--- config.mk ---
export PLATFORM = sky130hd
export DESIGN_NAME = bus_timer_responder_flat
export DESIGN_NICKNAME = d
export VERILOG_FILES = /design/src/rtl/bus_timer_responder_if.sv /design/src/rtl/bus_timer_responder.sv /design/src/flat_wrapper.sv
export SDC_FILE = /design/constraint.sdc
export NUM_CORES = 1
export LEC_CHECK = 0
export BUFFER_PORTS_ARGS = -buffer_cell sky130_fd_sc_hd__buf_4
export CORE_ASPECT_RATIO = 1.75
export CORE_UTILIZATION = 40
export DETAILED_ROUTE_END_ITERATION = 10
export SLEW_MARGIN = 30
export SYNTH_ARGS = -nofsm -noshare
export SYNTH_HDL_FRONTEND = slang
export SYNTH_SLANG_ARGS = --single-unit
--- constraint.sdc ---
create_clock -name clk -period 3.6 [get_ports clk]
set_input_delay 0.18 -clock clk [delete_from_list [all_inputs] [get_ports clk]]
set_output_delay 0.18 -clock clk [all_outputs]
set_load 0.03 [all_outputs]
--- src/rtl/bus_timer_responder_if.sv ---
// Bus interface between the CPU data-bus initiator and the timer responder.
interface bus_timer_responder_if;
   localparam int unsigned ADDR_W = 32;
   localparam int unsigned DATA_W = 32;
   localparam int unsigned BE_W   = 4;

   logic [ADDR_W-1:0] address;
   logic              read;
   logic              write;
   logic [DATA_W-1:0] writedata;
   logic [BE_W-1:0]   byteenable;
   logic              waitrequest;
   logic [DATA_W-1:0] readdata;
   logic              irq;

   modport master (
      output address, read, write, writedata, byteenable,
      input  waitrequest, readdata, irq
   );

   modport slave (
      input  address, read, write, writedata, byteenable,
      output waitrequest, readdata, irq
   );
endinterface

--- src/rtl/bus_timer_responder.sv ---
// Memory-mapped 32-bit timer responder with fixed wait states, compare-match,
// overflow and protocol-error flags, and a level interrupt.
// Optional feature macro: BUS_TIMER_PRESCALER_EN (PRESCALE register at offset 4).
module bus_timer_responder #(
   parameter logic [31:0] BASE_ADDR    = 32'h1000_0000,
   parameter int unsigned STALL_CYCLES = 2
) (
   input  logic                  clk,
   input  logic                  reset,
   bus_timer_responder_if.slave  bus
);
   localparam int unsigned DATA_W = 32;
   localparam int unsigned SCNT_W = 4;
   localparam logic [SCNT_W-1:0] STALL_LIM = SCNT_W'(STALL_CYCLES);

   localparam logic [2:0] OFF_CTRL     = 3'd0;
   localparam logic [2:0] OFF_COUNT    = 3'd1;
   localparam logic [2:0] OFF_COMPARE  = 3'd2;
   localparam logic [2:0] OFF_STATUS   = 3'd3;
   localparam logic [2:0] OFF_PRESCALE = 3'd4;

   logic [2:0]        ctrl_q, ctrl_d;
   logic [DATA_W-1:0] count_q, count_d;
   logic [DATA_W-1:0] compare_q, compare_d;
   logic [2:0]        status_q, status_d;
   logic [SCNT_W-1:0] scnt_q, scnt_d;
`ifdef BUS_TIMER_PRESCALER_EN
   logic [DATA_W-1:0] prescale_q, prescale_d;
   logic [DATA_W-1:0] pcnt_q, pcnt_d;
`endif

   logic              sel_c, req_c, wait_c, done_c;
   logic              err_c, wr_c, rd_c, tick_c;
   logic [2:0]        off_c;
   logic              match_set, ovf_set;
   logic [2:0]        stat_clr;
   logic [DATA_W-1:0] rdata_c;
   logic [1:0]        unused_addr_c;

   // Byte-lane merge of a write into a full register word.
   function automatic logic [DATA_W-1:0] merge_bytes(input logic [DATA_W-1:0] old_v,
                                                     input logic [DATA_W-1:0] wdat,
                                                     input logic [3:0]        be);
      logic [DATA_W-1:0] r;
      for (int i = 0; i < 4; i++) begin
         r[8*i +: 8] = be[i] ? wdat[8*i +: 8] : old_v[8*i +: 8];
      end
      return r;
   endfunction

   // Decode and handshake; everything is gated by reset so waitrequest drops at once.
   assign unused_addr_c = bus.address[1:0];
   assign sel_c  = (bus.address[31:5] == BASE_ADDR[31:5]);
   assign off_c  = bus.address[4:2];
   assign req_c  = reset & sel_c & (bus.read | bus.write);
   assign wait_c = req_c & (scnt_q < STALL_LIM);
   assign done_c = req_c & ~wait_c;
   assign err_c  = done_c & bus.read & bus.write;
   assign wr_c   = done_c & bus.write & ~bus.read;
   assign rd_c   = done_c & bus.read & ~bus.write;

`ifdef BUS_TIMER_PRESCALER_EN
   assign tick_c = ctrl_q[0] & (pcnt_q == prescale_q);
`else
   assign tick_c = ctrl_q[0];
`endif

   // Next-state: stall counter, timer, flags and register writes.
   always_comb begin
      ctrl_d    = ctrl_q;
      count_d   = count_q;
      compare_d = compare_q;
      status_d  = status_q;
      scnt_d    = '0;
      match_set = 1'b0;
      ovf_set   = 1'b0;
      stat_clr  = '0;
`ifdef BUS_TIMER_PRESCALER_EN
      prescale_d = prescale_q;
      pcnt_d     = pcnt_q;
      if (!ctrl_q[0] || tick_c) pcnt_d = '0;
      else                      pcnt_d = pcnt_q + DATA_W'(1);
`endif

      if (wait_c) scnt_d = scnt_q + SCNT_W'(1);

      if (tick_c) begin
         if (count_q == compare_q) begin
            match_set = 1'b1;
            ovf_set   = (count_q == '1);
            count_d   = ctrl_q[1] ? '0 : count_q + DATA_W'(1);
         end else if (count_q == '1) begin
            ovf_set = 1'b1;
            count_d = '0;
         end else begin
            count_d = count_q + DATA_W'(1);
         end
      end

      if (wr_c) begin
         case (off_c)
            OFF_CTRL:    if (bus.byteenable[0]) ctrl_d = bus.writedata[2:0];
            OFF_COUNT:   count_d   = merge_bytes(count_q, bus.writedata, bus.byteenable);
            OFF_COMPARE: compare_d = merge_bytes(compare_q, bus.writedata, bus.byteenable);
            OFF_STATUS:  stat_clr  = {3{bus.byteenable[0]}} & bus.writedata[2:0];
`ifdef BUS_TIMER_PRESCALER_EN
            OFF_PRESCALE: begin
               prescale_d = merge_bytes(prescale_q, bus.writedata, bus.byteenable);
               pcnt_d     = '0;
            end
`endif
            default: ;
         endcase
      end

      status_d = (status_q & ~stat_clr) | {err_c, ovf_set, match_set};
   end

   // Read mux, only driven during a completing plain read.
   always_comb begin
      rdata_c = '0;
      if (rd_c) begin
         case (off_c)
            OFF_CTRL:     rdata_c = DATA_W'(ctrl_q);
            OFF_COUNT:    rdata_c = count_q;
            OFF_COMPARE:  rdata_c = compare_q;
            OFF_STATUS:   rdata_c = DATA_W'(status_q);
`ifdef BUS_TIMER_PRESCALER_EN
            OFF_PRESCALE: rdata_c = prescale_q;
`endif
            default:      rdata_c = '0;
         endcase
      end
   end

   // State registers.
   always_ff @(posedge clk or negedge reset) begin
      if (!reset) begin
         ctrl_q    <= '0;
         count_q   <= '0;
         compare_q <= '1;
         status_q  <= '0;
         scnt_q    <= '0;
`ifdef BUS_TIMER_PRESCALER_EN
         prescale_q <= '0;
         pcnt_q     <= '0;
`endif
      end else begin
         ctrl_q    <= ctrl_d;
         count_q   <= count_d;
         compare_q <= compare_d;
         status_q  <= status_d;
         scnt_q    <= scnt_d;
`ifdef BUS_TIMER_PRESCALER_EN
         prescale_q <= prescale_d;
         pcnt_q     <= pcnt_d;
`endif
      end
   end

   assign bus.waitrequest = wait_c;
   assign bus.readdata    = rdata_c;
   assign bus.irq         = status_q[0] & ctrl_q[2];
endmodule

--- src/flat_wrapper.sv ---
// flat-port wrapper written by rule: the top's interface ports become plain ports
module bus_timer_responder_flat 
#(
   parameter logic [31:0] BASE_ADDR    = 32'h1000_0000,
   parameter int unsigned STALL_CYCLES = 2
)
  (clk, reset, bus_address, bus_read, bus_write, bus_writedata, bus_byteenable, bus_waitrequest, bus_readdata, bus_irq);
  bus_timer_responder_if bus_i ();
  input  logic clk;
  input  logic reset;
  input wire logic [$bits(bus_i.address)-1:0] bus_address;
  input wire logic [$bits(bus_i.read)-1:0] bus_read;
  input wire logic [$bits(bus_i.write)-1:0] bus_write;
  input wire logic [$bits(bus_i.writedata)-1:0] bus_writedata;
  input wire logic [$bits(bus_i.byteenable)-1:0] bus_byteenable;
  output wire logic [$bits(bus_i.waitrequest)-1:0] bus_waitrequest;
  output wire logic [$bits(bus_i.readdata)-1:0] bus_readdata;
  output wire logic [$bits(bus_i.irq)-1:0] bus_irq;
  assign bus_i.address = bus_address;
  assign bus_i.read = bus_read;
  assign bus_i.write = bus_write;
  assign bus_i.writedata = bus_writedata;
  assign bus_i.byteenable = bus_byteenable;
  assign bus_waitrequest = bus_i.waitrequest;
  assign bus_readdata = bus_i.readdata;
  assign bus_irq = bus_i.irq;
  bus_timer_responder #(.BASE_ADDR(BASE_ADDR), .STALL_CYCLES(STALL_CYCLES)) u_core (.clk(clk), .reset(reset), .bus(bus_i));
endmodule
==> reports/results.txt <==
Max-slew headroom at the worst pin: 0.403
Pre-Repair DR Iteration Count: 4
Place WS: 709 ps
Drt drc: 0
Global-route wire length before repair: 24600 um
Final instance area: 0.00613 mm2
Initial detailed-routing violation count: 254
# diodes: 0
Largest net degree at the start of global routing: 41
Initial Utilization: 0.413
Port-buffer cells: 103
CP Capture Type: register
Setup-failing EPs final: 0
Clock sinks: 74
Crit path from: u_core.count_q[12]
Routed Antenna Nets: 0
Crit share post-route: 0.830
Latest clock arrival within the worst-skew pair: 340 ps
TNS Setup: 0 ps
Final core utilization: 0.508
Die X: 86.4 um
Die H: 150 um
Final WS setup: 610 ps
Drt wl/cell: 20.0 um
Yosys cell types: 63
Vias: 4766
Most common cell in the netlist: nor2_1
Fraction of layout cells with a size suffix above 1: 0.345
Hold Fails Final Rpt: 0
Post-synth EDFFs: 0
Async SR Flop Fraction: 1.00
Vias in the first global route: 4575
Synth top area share: 0.211
Avg Cell Area, Syn: 9.19 um2
Worst Path Max Fanout: 8
Worst-Margin Slew: 886 ps
Mapped cell area: 0.00499 mm2
Final Skew: 7.26 ps
Commonest cells post-synth: 47 x nor2_1, 42 x dfrtp_1, 40 x nand2_1
Layout Area Growth over Synthesis: 22.8%
Root buffer cell: clkbuf_16
Vias per cell: 5.99
Num ports: 106
Gpl congestion: 0.904
Site row count: 53
Clock Pin Slew Worst Setup and Hold Paths: 60 ps
Critical R2R Launch: u_core.count_q[12]
Die area: 0.0129 mm2
Grt total ovfl: 0
R2r setup slk: 610 ps
Filler cells: 1217
Top_reg_cell synth: dfrtp_1
Seq/Total Area, Yosys: 0.379
Critical Path Start Type: register
Number of H-tree levels: 3
Critical Path RT: 3840 ps
Syn nets: 617
Core ar.: 0.0121 mm2
Critical Path End: u_core.count_q[6]
Synthesis-stage register bit count: 74
Setup bufs post-CTS: 0
Worst reg2reg path depth: 7
Pwr/cell area: 296 mW/mm2
CP Data Arrival Time: 3230 ps
Initial antenna violation count: 0
Run status: completed
CTS tree: done
Fin nets: 700
Area contributors post-synth: dfrtp_1 21%, dfstp_2 17%, mux2_2 7.9%
Synth warn: 0
Critical path class: reg2reg
Cts bufs inserted: 9
Pleak: 2.58 nW
CTS Buffer Depth: 2
Worst min-delay path class: in2reg
Period minus WS final: 2990 ps
F_max: 0.334 GHz
Dominant cell type by area after synthesis: dfrtp_1
Inst Count DP: 779
WL final: 16000 um
Placed Area: 0.00584 mm2
Post-Synthesis Cells: 543
FF-to-FF End: u_core.count_q[6]
Slew Limit Fails: 0
MaxCap Viol Count: 0
Unrepaired setup endpoints after global routing: no
Final non-filler cell total: 796
Detailed Place HPWL: 11500 um
VDD IR max: 0.000233 V
Gr usage total: 0.254
[registers in the layout, summed over array words and instances, names as in the netlist]
signal / count
u_core.status_q: 3
u_core.scnt_q: 4
u_core.ctrl_q: 3
u_core.compare_q: 32
u_core.count_q: 32
[how the worst min path moves through the flow]
stage,startpoint,end,slack [ps],depth (start not counted)
after floorplan,reset,u_core.count_q[0],-120,0
after global placement,reset,u_core.count_q[5],310,2
after detailed placement,reset,u_core.count_q[4],310,2
after CTS,bus_writedata[12],u_core.count_q[12],70,3
after global routing,bus_writedata[11],u_core.compare_q[11],80,2
final,bus_writedata[14],u_core.count_q[14],70,3
[kinds of logic (layout without fill, tap and decap cells)]
logic type | after synthesis | count (layout) | synth area share
compound gates | 110 | 110 | 0.153
xor+xnor | 35 | 35 | 0.0614
fa+ha+maj | 2 | 2 | 0.00501
buf+inv | 53 | 141 | 0.0517
flops | 74 | 74 | 0.379
mux | 41 | 41 | 0.0970
other cells | 1 | 1 | 0.000752
simple gates | 227 | 227 | 0.252
[cell usage in the layout, fill, tap and decap left out, drive strengths merged, types with 12 or more instances in the layout]
| master | netlist | layout |
|---|---|---|
| buf | 6 | 112 |
| nor2 | 47 | 47 |
| dfrtp | 42 | 42 |
| nand2 | 41 | 41 |
| mux2 | 36 | 36 |
| a22oi | 34 | 34 |
| xnor2 | 33 | 33 |
| dfstp | 32 | 32 |
| and3 | 24 | 24 |
| a31oi | 22 | 22 |
| o21ai | 22 | 22 |
| nand3 | 20 | 20 |
| nor3 | 18 | 18 |
| nand4 | 18 | 18 |
| nor3b | 14 | 14 |
| clkbuf | 35 | 13 |
| inv | 12 | 12 |
[critical path, stage by stage, from the launching register on]
cell,delay (ps)
dfrtp_1,430
xnor2_1,400
nand4_1,190
nor4_1,530
a211oi_1,150
o21ai_1,570
nand2_1,340
o31ai_1,280
[report_power, final]
group / internal, mW / total [mW] / leakage, nW / switching, mW
logic: 0.0591 / 0.124 / 1.54 / 0.0647
clock network: 0.501 / 0.854 / 0.139 / 0.352
registers: 0.834 / 0.834 / 0.899 / 0.000120
[layer usage]
layer  vias to the layer above  part of all wire  track usage  wire length [um]
met5                         -                 0            0                 0
met4                         0             0.036        0.117               567
met3                        39             0.054       0.0364               867
met2                       208              0.53        0.459              8520
met1                      2337              0.38        0.292              6000
li1                       2182                 -            -                 -
[timing repair]
item / 4_1_cts / 5_1_grt
hold buffers: 1 / 0
gates resized for setup: 0 / 0
endpoints found under the hold margin: 17 / 0
[final cells by class]
class / count / area (um2) / area share
multi-input cells: 416 / 2860 / 0.467
flip-flops and latches: 74 / 1890 / 0.309
repair buffers: 113 / 851 / 0.139
clock buffers: 13 / 260 / 0.0425
well taps: 165 / 206 / 0.0337
inverters: 12 / 45.0 / 0.00735
clock inverters: 3 / 15.0 / 0.00245
[stage by stage]
stage                     hold WS [ps]  total power [mW]
after global placement             306             0.970
after floorplan                   -116             0.873
after CTS                         65.5              1.82
after global routing              81.5              1.86
after detailed placement           314             0.972
final                             74.2              1.81
No activity file was read; power rests on OpenSTA's default activity.
